$ cat config.mk
export PLATFORM = sky130hd
export DESIGN_NAME = if_stage
export DESIGN_NICKNAME = d
export VERILOG_FILES = /design/src/rtl/cpu_pkg.sv /design/src/rtl/if_id_reg.sv /design/src/rtl/if_stage.sv
export SDC_FILE = /design/constraint.sdc
export NUM_CORES = 1
export LEC_CHECK = 0
export CAP_MARGIN = 0
export CORE_ASPECT_RATIO = 1.2
export CORE_MARGIN = 4
export CORE_UTILIZATION = 55
export CTS_CLUSTER_SIZE = 16
export DETAILED_ROUTE_END_ITERATION = 8
export DONT_BUFFER_PORTS = 1
export PLACE_DENSITY = 0.69
export RECOVER_POWER = 50
export SLEW_MARGIN = 10
export SYNTH_ARGS = -nofsm -noshare
export SYNTH_HDL_FRONTEND = slang
export SYNTH_SLANG_ARGS = --single-unit
$ cat constraint.sdc
create_clock -name clk -period 4.1 [get_ports clk]
set_input_delay 1.23 -clock clk [delete_from_list [all_inputs] [get_ports clk]]
set_output_delay 1.23 -clock clk [all_outputs]
set_load 0.05 [all_outputs]
$ cat src/rtl/cpu_pkg.sv
// Shared CPU definitions: reset/exception addresses and the IF/ID bundle
// consumed by the decode stage.
package cpu_pkg;

   localparam logic [31:0] RESET_PC   = 32'h0000_0000;
   localparam logic [31:0] EXC_VECTOR = 32'h0000_0008;
   localparam logic [31:0] NOP_INST   = 32'h0000_0000;

   typedef struct packed {
      logic [31:0] pc;
      logic [31:0] inst;
      logic        valid;
      logic        bd;
      logic        adel;
   } if_id_t;

   localparam if_id_t IF_ID_BUBBLE = '0;

endpackage

$ cat src/rtl/if_id_reg.sv
// IF/ID pipeline register: bubble on flush (flush beats stall), hold on stall,
// otherwise capture the fetch-side bundle.
module if_id_reg
   import cpu_pkg::*;
(
   input  logic   clk,
   input  logic   rst_n,
   input  logic   stall,
   input  logic   flush,
   input  if_id_t d,
   output if_id_t q
);

   always_ff @(posedge clk) begin
      if (!rst_n) begin
         q <= IF_ID_BUBBLE;
      end else if (flush) begin
         q <= IF_ID_BUBBLE;
      end else if (!stall) begin
         q <= d;
      end
   end

endmodule

$ cat src/rtl/if_stage.sv
// Instruction fetch: owns the PC, addresses the combinational ROM and feeds
// the IF/ID register, with exception > eret > stall > branch > sequential.
module if_stage #(
   parameter logic [31:0] RESET_PC   = cpu_pkg::RESET_PC,
   parameter logic [31:0] EXC_VECTOR = cpu_pkg::EXC_VECTOR,
   parameter int unsigned ROM_AW     = 6
) (
   input  logic              clk,
   input  logic              rst_n,
   output logic [ROM_AW-1:0] rom_addr,
   input  logic [31:0]       rom_inst,
   input  logic              stall,
   input  logic              exc_redirect,
   input  logic              eret_redirect,
   input  logic [31:0]       epc,
   input  logic              br_taken,
   input  logic [31:0]       br_target,
   input  logic              id_is_branch,
   output logic [31:0]       pc,
   output logic [31:0]       if_id_pc,
   output logic [31:0]       if_id_inst,
   output logic              if_id_valid,
   output logic              if_id_bd,
   output logic              if_id_adel
);

   import cpu_pkg::if_id_t;
   import cpu_pkg::NOP_INST;

   logic [31:0] pc_q;
   logic [31:0] pc_next;
   logic        fetch_adel;
   logic        flush;
   if_id_t      fetch_d;
   if_id_t      if_id_q;

   // Upper PC bits never reach the ROM, so out-of-range fetches alias silently.
   assign rom_addr   = pc_q[ROM_AW+1:2];
   assign fetch_adel = (pc_q[1:0] != 2'b00);
   assign flush      = exc_redirect | eret_redirect;

   always_comb begin
      pc_next = pc_q + 32'd4;
      if (exc_redirect) begin
         pc_next = EXC_VECTOR;
      end else if (eret_redirect) begin
         pc_next = epc;
      end else if (stall) begin
         pc_next = pc_q;
      end else if (br_taken) begin
         pc_next = br_target;
      end
   end

   always_ff @(posedge clk) begin
      if (!rst_n) begin
         pc_q <= RESET_PC;
      end else begin
         pc_q <= pc_next;
      end
   end

   // A misaligned fetch still produces a live slot: a nop tagged with adel,
   // carrying the faulting PC so it can become EPC downstream.
   always_comb begin
      fetch_d.pc    = pc_q;
      fetch_d.inst  = fetch_adel ? NOP_INST : rom_inst;
      fetch_d.valid = 1'b1;
      fetch_d.bd    = id_is_branch;
      fetch_d.adel  = fetch_adel;
   end

   if_id_reg u_if_id_reg (
      .clk   (clk),
      .rst_n (rst_n),
      .stall (stall),
      .flush (flush),
      .d     (fetch_d),
      .q     (if_id_q)
   );

   assign pc          = pc_q;
   assign if_id_pc    = if_id_q.pc;
   assign if_id_inst  = if_id_q.inst;
   assign if_id_valid = if_id_q.valid;
   assign if_id_bd    = if_id_q.bd;
   assign if_id_adel  = if_id_q.adel;

endmodule

==> run summary, run 1 <==
Relative to the synthesized area, the layout overhead comes to -2.02%. Buffers inserted during clock tree synthesis total 9. After detailed routing, the number of remaining DRC violations is 0. The met1 routed wirelength after detailed routing is 4.95 mm, and the wire length on met3 is 1.54 mm.

The critical path is of the reg2reg type. Setup repair after global routing left no endpoint under its margin. IR analysis of the VDD net gives a maximum drop of 0.000253 V. The run gives 0.37 ns as the clock latency at the later pin of the worst-skew pair. The run gives 5 as the number of detailed-route iterations in the first pass. The via count of the first global-routing pass was 3,994. The hold violation count in the final report is 0.

The most critical setup path has its startpoint at pc[9]. The run gives 0 as the number of max-cap violations. The clock-pin slew reported for the worst setup and hold paths after clock tree synthesis is 0.10 ns. The sum of net half-perimeters after detailed placement was 9.22 mm. Number of failing setup endpoints in the final timing report: 0. Dividing total power by cell area gives a power density of 390 nW/µm². Global routing finished with a remaining overflow of 0. Required time of the worst setup path: 4.33 ns. The wire length per cell after detailed routing is 20.5 µm. The pre-CTS worst setup slack is 1.32 ns, and the final worst hold slack is 0.542 ns.

The run gives 0 as the number of routed nets with antenna violations. The final period utilization came out at 0.682. Power comes to 0.00190 W. The worst setup path is launched from a flip-flop.

The startpoint identified for the worst hold timing path is pc[6]. The proportion of register bits with asynchronous set or reset after synthesis is 0. In the post-synthesis netlist, the biggest area contributors are sky130_fd_sc_hd__dfxtp_1 40%, sky130_fd_sc_hd__mux2i_1 8.9%, sky130_fd_sc_hd__nor2_1 8.0%. The final estimated routing congestion in global placement was 0.830; the mean number of vias per cell was 6.32.

In the final timing run, aggregate negative setup slack is 0 ns. The initial DRC count came out at 321. The gate count after technology mapping was 585; the number of instances resized during post-cts repair was 0.

The startpoint of the worst-slack reg-to-reg timing path is pc[9]. The analysis attributes to cell leakage a power of 1.79 nW. The clock period could shrink to 2.79 ns.

Worst setup skew after layout: 0.0102 ns. Counting the fill cells in the layout gives 845. The dominant register cell in the synthesized netlist was sky130_fd_sc_hd__dfxtp_1. At the pin with the least slew margin, the transition time is 1.02 ns.

The run gives 103 as the pin count of the biggest net entering global routing. The flow ran to the end, and the final reports show no timing, DRC or antenna violations. The count of antenna diodes in the layout came out at 0. The max-slew violation count is 0, and the total setup buffers inserted after CTS is 0. In the detailed route, the total length drawn on met2 is 6.47 mm.

Pin placement for this block handled 208 I/O pins. The core region is 8700 µm². The average cell area after synthesis works out to 8.47 µm².

The synthesized design spends more area on one cell type than any other, namely sky130_fd_sc_hd__dfxtp_1. Summing every instance area after synthesis gives 4960 µm². The logs give 20.7 mm for the global-route wire length before repair and 2 for the maximum clock insertion buffer count. The total via count in the routed design was 4,077. After detailed placement, the design holds a cell count of 629.

The area of the die was 10,600 µm². The critical path endpoint category is a flip-flop. In this run the number of H-tree levels came out at 3.

Derived from the worst setup path, the maximum achievable clock frequency is 358 MHz. The path class of the tightest hold or removal check is reg2reg. The logs give 99 for the CTS sink count and 0.318 for the tightest slew margin relative to the limit. The logs give 37 for the row count and 627 for the post-layout net count. The floorplan step set the die width to 94.7 µm. The number of distinct library cells after synthesis was 56. For the post-synthesis sequential area ratio, the log shows 0.400. During placement, the flow inserted port buffers numbering 0. For the all-layer global routing usage, the log shows 0.245. The initial antenna violation count is 0. For the final worst setup slack, the log shows 1.31 ns.

The yosys synthesis warning count is 0. The fraction of final layout cells with drive strength greater than 1 is 0.0720, and the overall routed net length is 13.2 mm. The number of hold buffers added after CTS was 0. Synthesis inferred 99 register bits. Die boundary height: 112 µm.

For the count of non-filler cells in the finished layout, the log shows 645. TritonCTS built the clock tree. In this run the top signal layer used is met4. The library cell used as clock root buffer was sky130_fd_sc_hd__clkbuf_8. The endpoint arrival time on the critical path is 3.03 ns, and the peak fanout along the critical path is 11.

The proportion of netlist area held by the largest area contributor is 0.400. The number of nets handed over by synthesis was 689. The initial core utilization came out at 0.570. Yosys mapped a number of flops with a built-in enable equal to 0.
==> power by group <==
part,internal (W),switching [W],total (W)
logic,0.0000710,0.000106,0.000177
clock network,0.000299,0.000341,0.000639
registers,0.000983,0.0000970,0.00108
==> synthesized netlist by cell type, types with 3 or more instances <==
| library cell | instances |
|---|---|
| sky130_fd_sc_hd__a21oi_1 | 37 |
| sky130_fd_sc_hd__nand4_1 | 11 |
| sky130_fd_sc_hd__a221o_1 | 6 |
| sky130_fd_sc_hd__a221oi_1 | 6 |
| sky130_fd_sc_hd__buf_2 | 17 |
| sky130_fd_sc_hd__nor2_1 | 106 |
| sky130_fd_sc_hd__a31oi_1 | 5 |
| sky130_fd_sc_hd__a32oi_1 | 3 |
| sky130_fd_sc_hd__nand2_1 | 23 |
| sky130_fd_sc_hd__mux2i_1 | 44 |
| sky130_fd_sc_hd__o22ai_1 | 6 |
| sky130_fd_sc_hd__o221ai_1 | 3 |
| sky130_fd_sc_hd__nand3_1 | 8 |
| sky130_fd_sc_hd__o21ai_0 | 27 |
| sky130_fd_sc_hd__o21ai_1 | 3 |
| sky130_fd_sc_hd__buf_4 | 39 |
| sky130_fd_sc_hd__a22oi_1 | 37 |
| sky130_fd_sc_hd__xnor2_1 | 3 |
| sky130_fd_sc_hd__nand4_4 | 3 |
| sky130_fd_sc_hd__nor3_1 | 13 |
| sky130_fd_sc_hd__and3_1 | 3 |
| sky130_fd_sc_hd__clkbuf_1 | 20 |
| sky130_fd_sc_hd__inv_1 | 8 |
| sky130_fd_sc_hd__dfxtp_1 | 99 |
| sky130_fd_sc_hd__nor4_1 | 3 |
| sky130_fd_sc_hd__nor2b_1 | 7 |
| sky130_fd_sc_hd__buf_1 | 9 |
==> logic make-up after synthesis <==
| group | after synthesis | synth area share |
|---|---|---|
| adders and majority gates | 1 | 0.00252 |
| buffers and inverters | 93 | 0.104 |
| DFF | 99 | 0.400 |
| muxes | 45 | 0.0911 |
| xor gates and xnor gates | 5 | 0.00884 |
| and+or+nand+nor | 194 | 0.196 |
| AOI/OAI and AO/OA | 148 | 0.197 |
==> registers in the layout, summed over array words and instances (netlist names), named ones only <==
name,cells
u_if_id_reg.q,67
pc,30
==> stage by stage <==
stage | instance area, µm² | util
after CTS | 4920 | 0.565
after floorplan | 4960 | -
after global placement | 4710 | 0.542
after global routing | 4860 | 0.558
after detailed placement | 4710 | 0.542
final | 4860 | 0.558
==> cell type report <==
class                           count  area [µm²]  area share
Multi-Input combinational cell    393        2420       0.498
Sequential cell                    99        1980       0.408
Tap cell                          117         146      0.0301
Clock buffer                       10         138      0.0283
Timing Repair Buffer               12        78.8      0.0162
Clock inverter                      6        63.8      0.0131
Inverter                            8        30.0     0.00618
==> layer usage <==
metal	global-route usage	vias to the layer above
li1	-	1936
met1	0.290	1922
met2	0.402	202
met4	0.0837	0
met5	0	-
met3	0.0966	17
==> worst max-delay path, stage by stage (launching register included) <==
cell,delay [ns]
sky130_fd_sc_hd__dfxtp_1,0.83
sky130_fd_sc_hd__nand4_1,0.51
sky130_fd_sc_hd__nor3_2,0.80
sky130_fd_sc_hd__nand4_1,0.21
sky130_fd_sc_hd__mux2i_1,0.21
sky130_fd_sc_hd__o22ai_1,0.10
==> layout by cell type (no fill, tap or decap), types with 2 or more instances in the layout <==
cell type                    instances
sky130_fd_sc_hd__a31oi_1             5
sky130_fd_sc_hd__xor2_1              2
sky130_fd_sc_hd__o21a_1              2
sky130_fd_sc_hd__nor2_1            106
sky130_fd_sc_hd__a21oi_1            37
sky130_fd_sc_hd__nand3_1             8
sky130_fd_sc_hd__xnor2_1             3
sky130_fd_sc_hd__nand2_1            23
sky130_fd_sc_hd__o221ai_1            3
sky130_fd_sc_hd__nor2b_1             7
sky130_fd_sc_hd__buf_4               9
sky130_fd_sc_hd__inv_1               8
sky130_fd_sc_hd__nand4_1            13
sky130_fd_sc_hd__o22ai_1             6
sky130_fd_sc_hd__nor3_1             12
sky130_fd_sc_hd__a22oi_1            37
sky130_fd_sc_hd__nor3_2              2
sky130_fd_sc_hd__o21ai_1             3
sky130_fd_sc_hd__and4_1              2
sky130_fd_sc_hd__mux2i_1            44
sky130_fd_sc_hd__clkbuf_1            3
sky130_fd_sc_hd__a32oi_1             3
sky130_fd_sc_hd__a221oi_1            6
sky130_fd_sc_hd__dfxtp_1            99
sky130_fd_sc_hd__o21ai_0            27
sky130_fd_sc_hd__a21o_1              2
sky130_fd_sc_hd__clkbuf_8           10
sky130_fd_sc_hd__clkinvlp_4          2
sky130_fd_sc_hd__a221o_1             6
sky130_fd_sc_hd__and3_1              3
sky130_fd_sc_hd__nand2b_1            2
sky130_fd_sc_hd__clkinv_2            2
sky130_fd_sc_hd__nor4_1              4
sky130_fd_sc_hd__nor4_2              2
==> final timing paths <==
kind	to	slack [ns]	cells after the start
hold reg to reg	pc[6]	0.54	2
hold / removal	pc[6]	0.54	2
setup / recovery	pc[29]	1.31	5
setup reg to reg	pc[29]	1.31	5
Power figures use the tool's default switching activity.
==> run 2: changes to the inputs <==
ABC_AREA = 1   (was default)
PLACE_DENSITY = 0.72   (was 0.69)
clock period = 2.35 ns   (was 4.1 ns; I/O delays follow)
==> run summary, run 2 <==
The flow ran to the end, and the final reports show no timing, DRC or antenna violations. The power per cell area works out to 667 nW/µm² (+71%). For the CTS sink count, the log shows 99 (unchanged). The tools report the kind of start point of the critical path as a flip-flop.

The die boundary height came out at 112 µm (-0.39%). Via count of the first global-routing pass: 4,345 (+8.8%). The minimum clock period is 2.15 ns, and the cell count of the worst reg-to-reg path is 8 (+3).

Relative to the synthesized area, the layout overhead comes to 2.62%. The post-layout net count is 776 (+24%). The tools report the post-synthesis net count as 808 (+17%). The flip-flop and latch count after synthesis is 99 (unchanged).

The critical path is of the reg2out type. The cell accounting for the most synthesized area is sky130_fd_sc_hd__dfxtp_1. For the maximum clock insertion buffer count, the log shows 2 (unchanged). The run gives 1.64 ns (-2.69 ns) as the required time of the worst setup path. The logs give 0 (unchanged) for the yosys synthesis warning count and 0 (unchanged) for the max-slew violation count. The final period utilization was 0.914; the wire length on met3 was 1.58 mm (+2.3%). The combined area of the multi-input logic cells came out at 2360 µm² (-2.5%). The classification of the worst-slack hold path was in2reg.

The clock latency at the later pin of the worst-skew pair is 0.37 ns (about the same), and the number of CTS-inserted buffers is 9 (unchanged). The signal on the critical path passes through buf_4. The timing endpoint of the critical path was rom_addr[4]. sky130_fd_sc_hd__nand2_1 is the most common cell in the netlist. Actual slew at the worst max-slew pin: 1.08 ns (+0.0563 ns). The endpoint arrival time on the critical path is 1.44 ns (-1.59 ns), and the average cell area after synthesis is 6.98 µm² (-18%). Static timing analysis puts the maximum clock frequency at 466 MHz. The tools report the post-synthesis sequential area ratio as 0.403 (+0.00336). STA classifies the critical path endpoint as an output pin. The final worst setup slack was 0.202 ns (-1.10 ns). Largest delay contributor family on the critical path: flip-flops. The number of failing setup endpoints in the final timing report was 0 (unchanged).

Proportion of netlist area held by the largest area contributor: 0.403 (+0.00336). The final estimated routing congestion in global placement came out at 0.890 (+7.3%). The global-route wire length before repair was 21.8 mm (+5.5%); the maximum single-stage delay on the critical path was 0.73 ns (-0.10 ns).

The number of filler cells placed in the layout was 837 (-0.95%); the count of antenna diodes in the layout was 0 (unchanged). First element of the critical path: pc[6]. The overall routed net length came out at 14.1 mm (+6.7%).

The tightest slew margin relative to the limit was 0.281 (-0.0367). Yosys attributes the largest share of cell area to sky130_fd_sc_hd__dfxtp_1 40%, sky130_fd_sc_hd__nand2_1 15%, sky130_fd_sc_hd__a21oi_1 9.5%. Leaving out fill and tap cells, the most frequent cells in the layout are 198 x sky130_fd_sc_hd__nand2_1, 99 x sky130_fd_sc_hd__dfxtp_1, 93 x sky130_fd_sc_hd__a21oi_1, 69 x sky130_fd_sc_hd__nand3_1, 43 x sky130_fd_sc_hd__nor2_1. The total stage count of the critical path works out to 1 (-4).

The number of I/O pins is 208 (unchanged), and the total of buffers placed on input and output ports is 0 (unchanged). For the number of distinct library cells after synthesis, the log shows 27 (-52%). TritonCTS built the clock tree.

The number of flops mapped to enable cells by yosys works out to 0 (unchanged). The logs give 68 (-34%) for the pin count of the biggest net entering global routing and 10,500 µm² (-0.77%) for the area of the die. The core box area was 8660 µm² (-0.53%); the fraction of final layout cells with drive strength greater than 1 was 0.0812 (+0.00927). The peak fanout along the critical path was 5 (-6); the final total negative setup slack was 0 ns (unchanged). The hold violation count in the final report came out at 0 (unchanged).

The wire length per cell after detailed routing works out to 17.7 µm (-13%). The total setup buffers inserted after CTS came out at 0 (unchanged). Most frequent standard cell in the layout excluding fill and tap cells: sky130_fd_sc_hd__nand2_1. The maximum vdd drop came out at 0.000276 V (+9.4%). The die boundary width is 94.3 µm (-0.38%), and the all-layer global routing usage is 0.260 (+0.0143). The commonest cells after synthesis are 198 x sky130_fd_sc_hd__nand2_1, 99 x sky130_fd_sc_hd__dfxtp_1, 93 x sky130_fd_sc_hd__a21oi_1. The number of detailed-route iterations in the first pass is 6 (+1), and the reg-to-reg setup timing slack is 0.29 ns (-1.02 ns).

The run gives 0 (unchanged) as the initial antenna violation count. The startpoint of the lowest-slack hold path was exc_redirect. In the synthesized netlist the dominant register cell turns out to be sky130_fd_sc_hd__dfxtp_1. The row count came out at 37 (unchanged). The number of flip-flops in the largest register works out to 67 (unchanged). The tools report the number of max-cap violations as 0 (unchanged). The initial DRC count came out at 291 (-9.3%). The logs give 0 (unchanged) for the number of routed nets with antenna violations and 0 (unchanged) for the hold buffer count at CTS.

For this design, the slowest cell found on the critical path is sky130_fd_sc_hd__dfxtp_1. The register cell area after layout was 1980 µm² (unchanged); the mean number of vias per cell was 5.80 (-8.2%). More flip-flops sit in one register than any other, and that register is u_if_id_reg.q. The tree is rooted in a sky130_fd_sc_hd__clkbuf_8.

Total via count in the routed design: 4,605 (+13%). The run gives 0.00787 ns (-0.00237 ns) as the worst setup skew after layout. The startpoint identified for the worst register-to-register timing path is pc[13]. The number of instances resized during post-cts repair is 0 (unchanged), and the post-synthesis cell area is 4920 µm² (-0.83%). The leakage power was 1.67 nW (-7.0%); the met2 wire length was 6.72 mm (+3.9%). The run gives 10.2 mm (+11%) as the sum of net half-perimeters after detailed placement. The worst register-to-register path ends at pc[23]. After detailed routing, no signal wire sits above met4.

The gate count after technology mapping was 704 (+20%); the pre-CTS worst setup slack was 0.534 ns (-0.783 ns). The number of buffer and inverter instances along the worst setup path is 1 (+1), and the clock-pin slew reported for the worst setup and hold paths after clock tree synthesis is 0.10 ns (about the same). The met1 routed wirelength after detailed routing is 5.40 mm (+9.1%). The total congestion overflow after global routing is 0 (unchanged). The H-tree level count is 3 (unchanged). Setup repair after global routing left no endpoint under its margin.

The post-route DRC violation count is 0 (unchanged), and the proportion of register bits with asynchronous set or reset after synthesis is 0 (unchanged). The initial core utilization was 0.568 (-0.00172).
==> run 2: layout make-up <==
cell class / instances / area share
Multi-Input combinational cell: 494 / 0.467
Sequential cell: 99 / 0.393
Timing Repair Buffer: 37 / 0.0466
Tap cell: 117 / 0.0290
Clock buffer: 10 / 0.0273
Inverter: 31 / 0.0231
Clock inverter: 6 / 0.0139
==> run 2: how the worst min path moves through the flow <==
stage / to / slack (ns) / cells after the start
floorplan: u_if_id_reg.q[66] / 0.48 / 2
global placement: u_if_id_reg.q[42] / 0.55 / 2
detailed placement: u_if_id_reg.q[48] / 0.55 / 2
CTS: pc[3] / 0.44 / 2
global route: u_if_id_reg.q[4] / 0.45 / 2
finish: pc[3] / 0.46 / 2
==> run 2: cell families after synthesis <==
logic type	synth area share
compound gates	0.189
xor+xnor	0.00356
fa+ha+maj	0.00254
buf+inv	0.116
flops	0.403
simple gates	0.286
==> run 2: layer usage <==
| layer | vias up | track usage |
|---|---|---|
| met1 | 2086 | 0.312 |
| met3 | 29 | 0.0689 |
| met2 | 241 | 0.431 |
| met4 | 0 | 0.116 |
| met5 | - | 0 |
| li1 | 2249 | - |
==> run 2: power breakdown <==
| part | switching (W) | internal, W |
|---|---|---|
| Combinational | 0.000282 | 0.000109 |
| Sequential | 0.000111 | 0.00172 |
| Clock | 0.000614 | 0.000531 |
==> run 2: metrics by stage <==
| stage | hold WS (ns) | total power [W] | area (µm²) | utilization | std cells |
|---|---|---|---|---|---|
| 2_1_floorplan | 0.477 | 0.00222 | 4920 | - | 704 |
| 3_3_place_gp | 0.548 | 0.00226 | 4920 | 0.568 | 778 |
| 3_5_place_dp | 0.551 | 0.00227 | 4920 | 0.568 | 778 |
| 4_1_cts | 0.440 | 0.00340 | 5120 | 0.592 | 794 |
| 5_1_grt | 0.452 | 0.00350 | 5040 | 0.583 | 794 |
| 6_report | 0.458 | 0.00336 | 5040 | 0.583 | 794 |
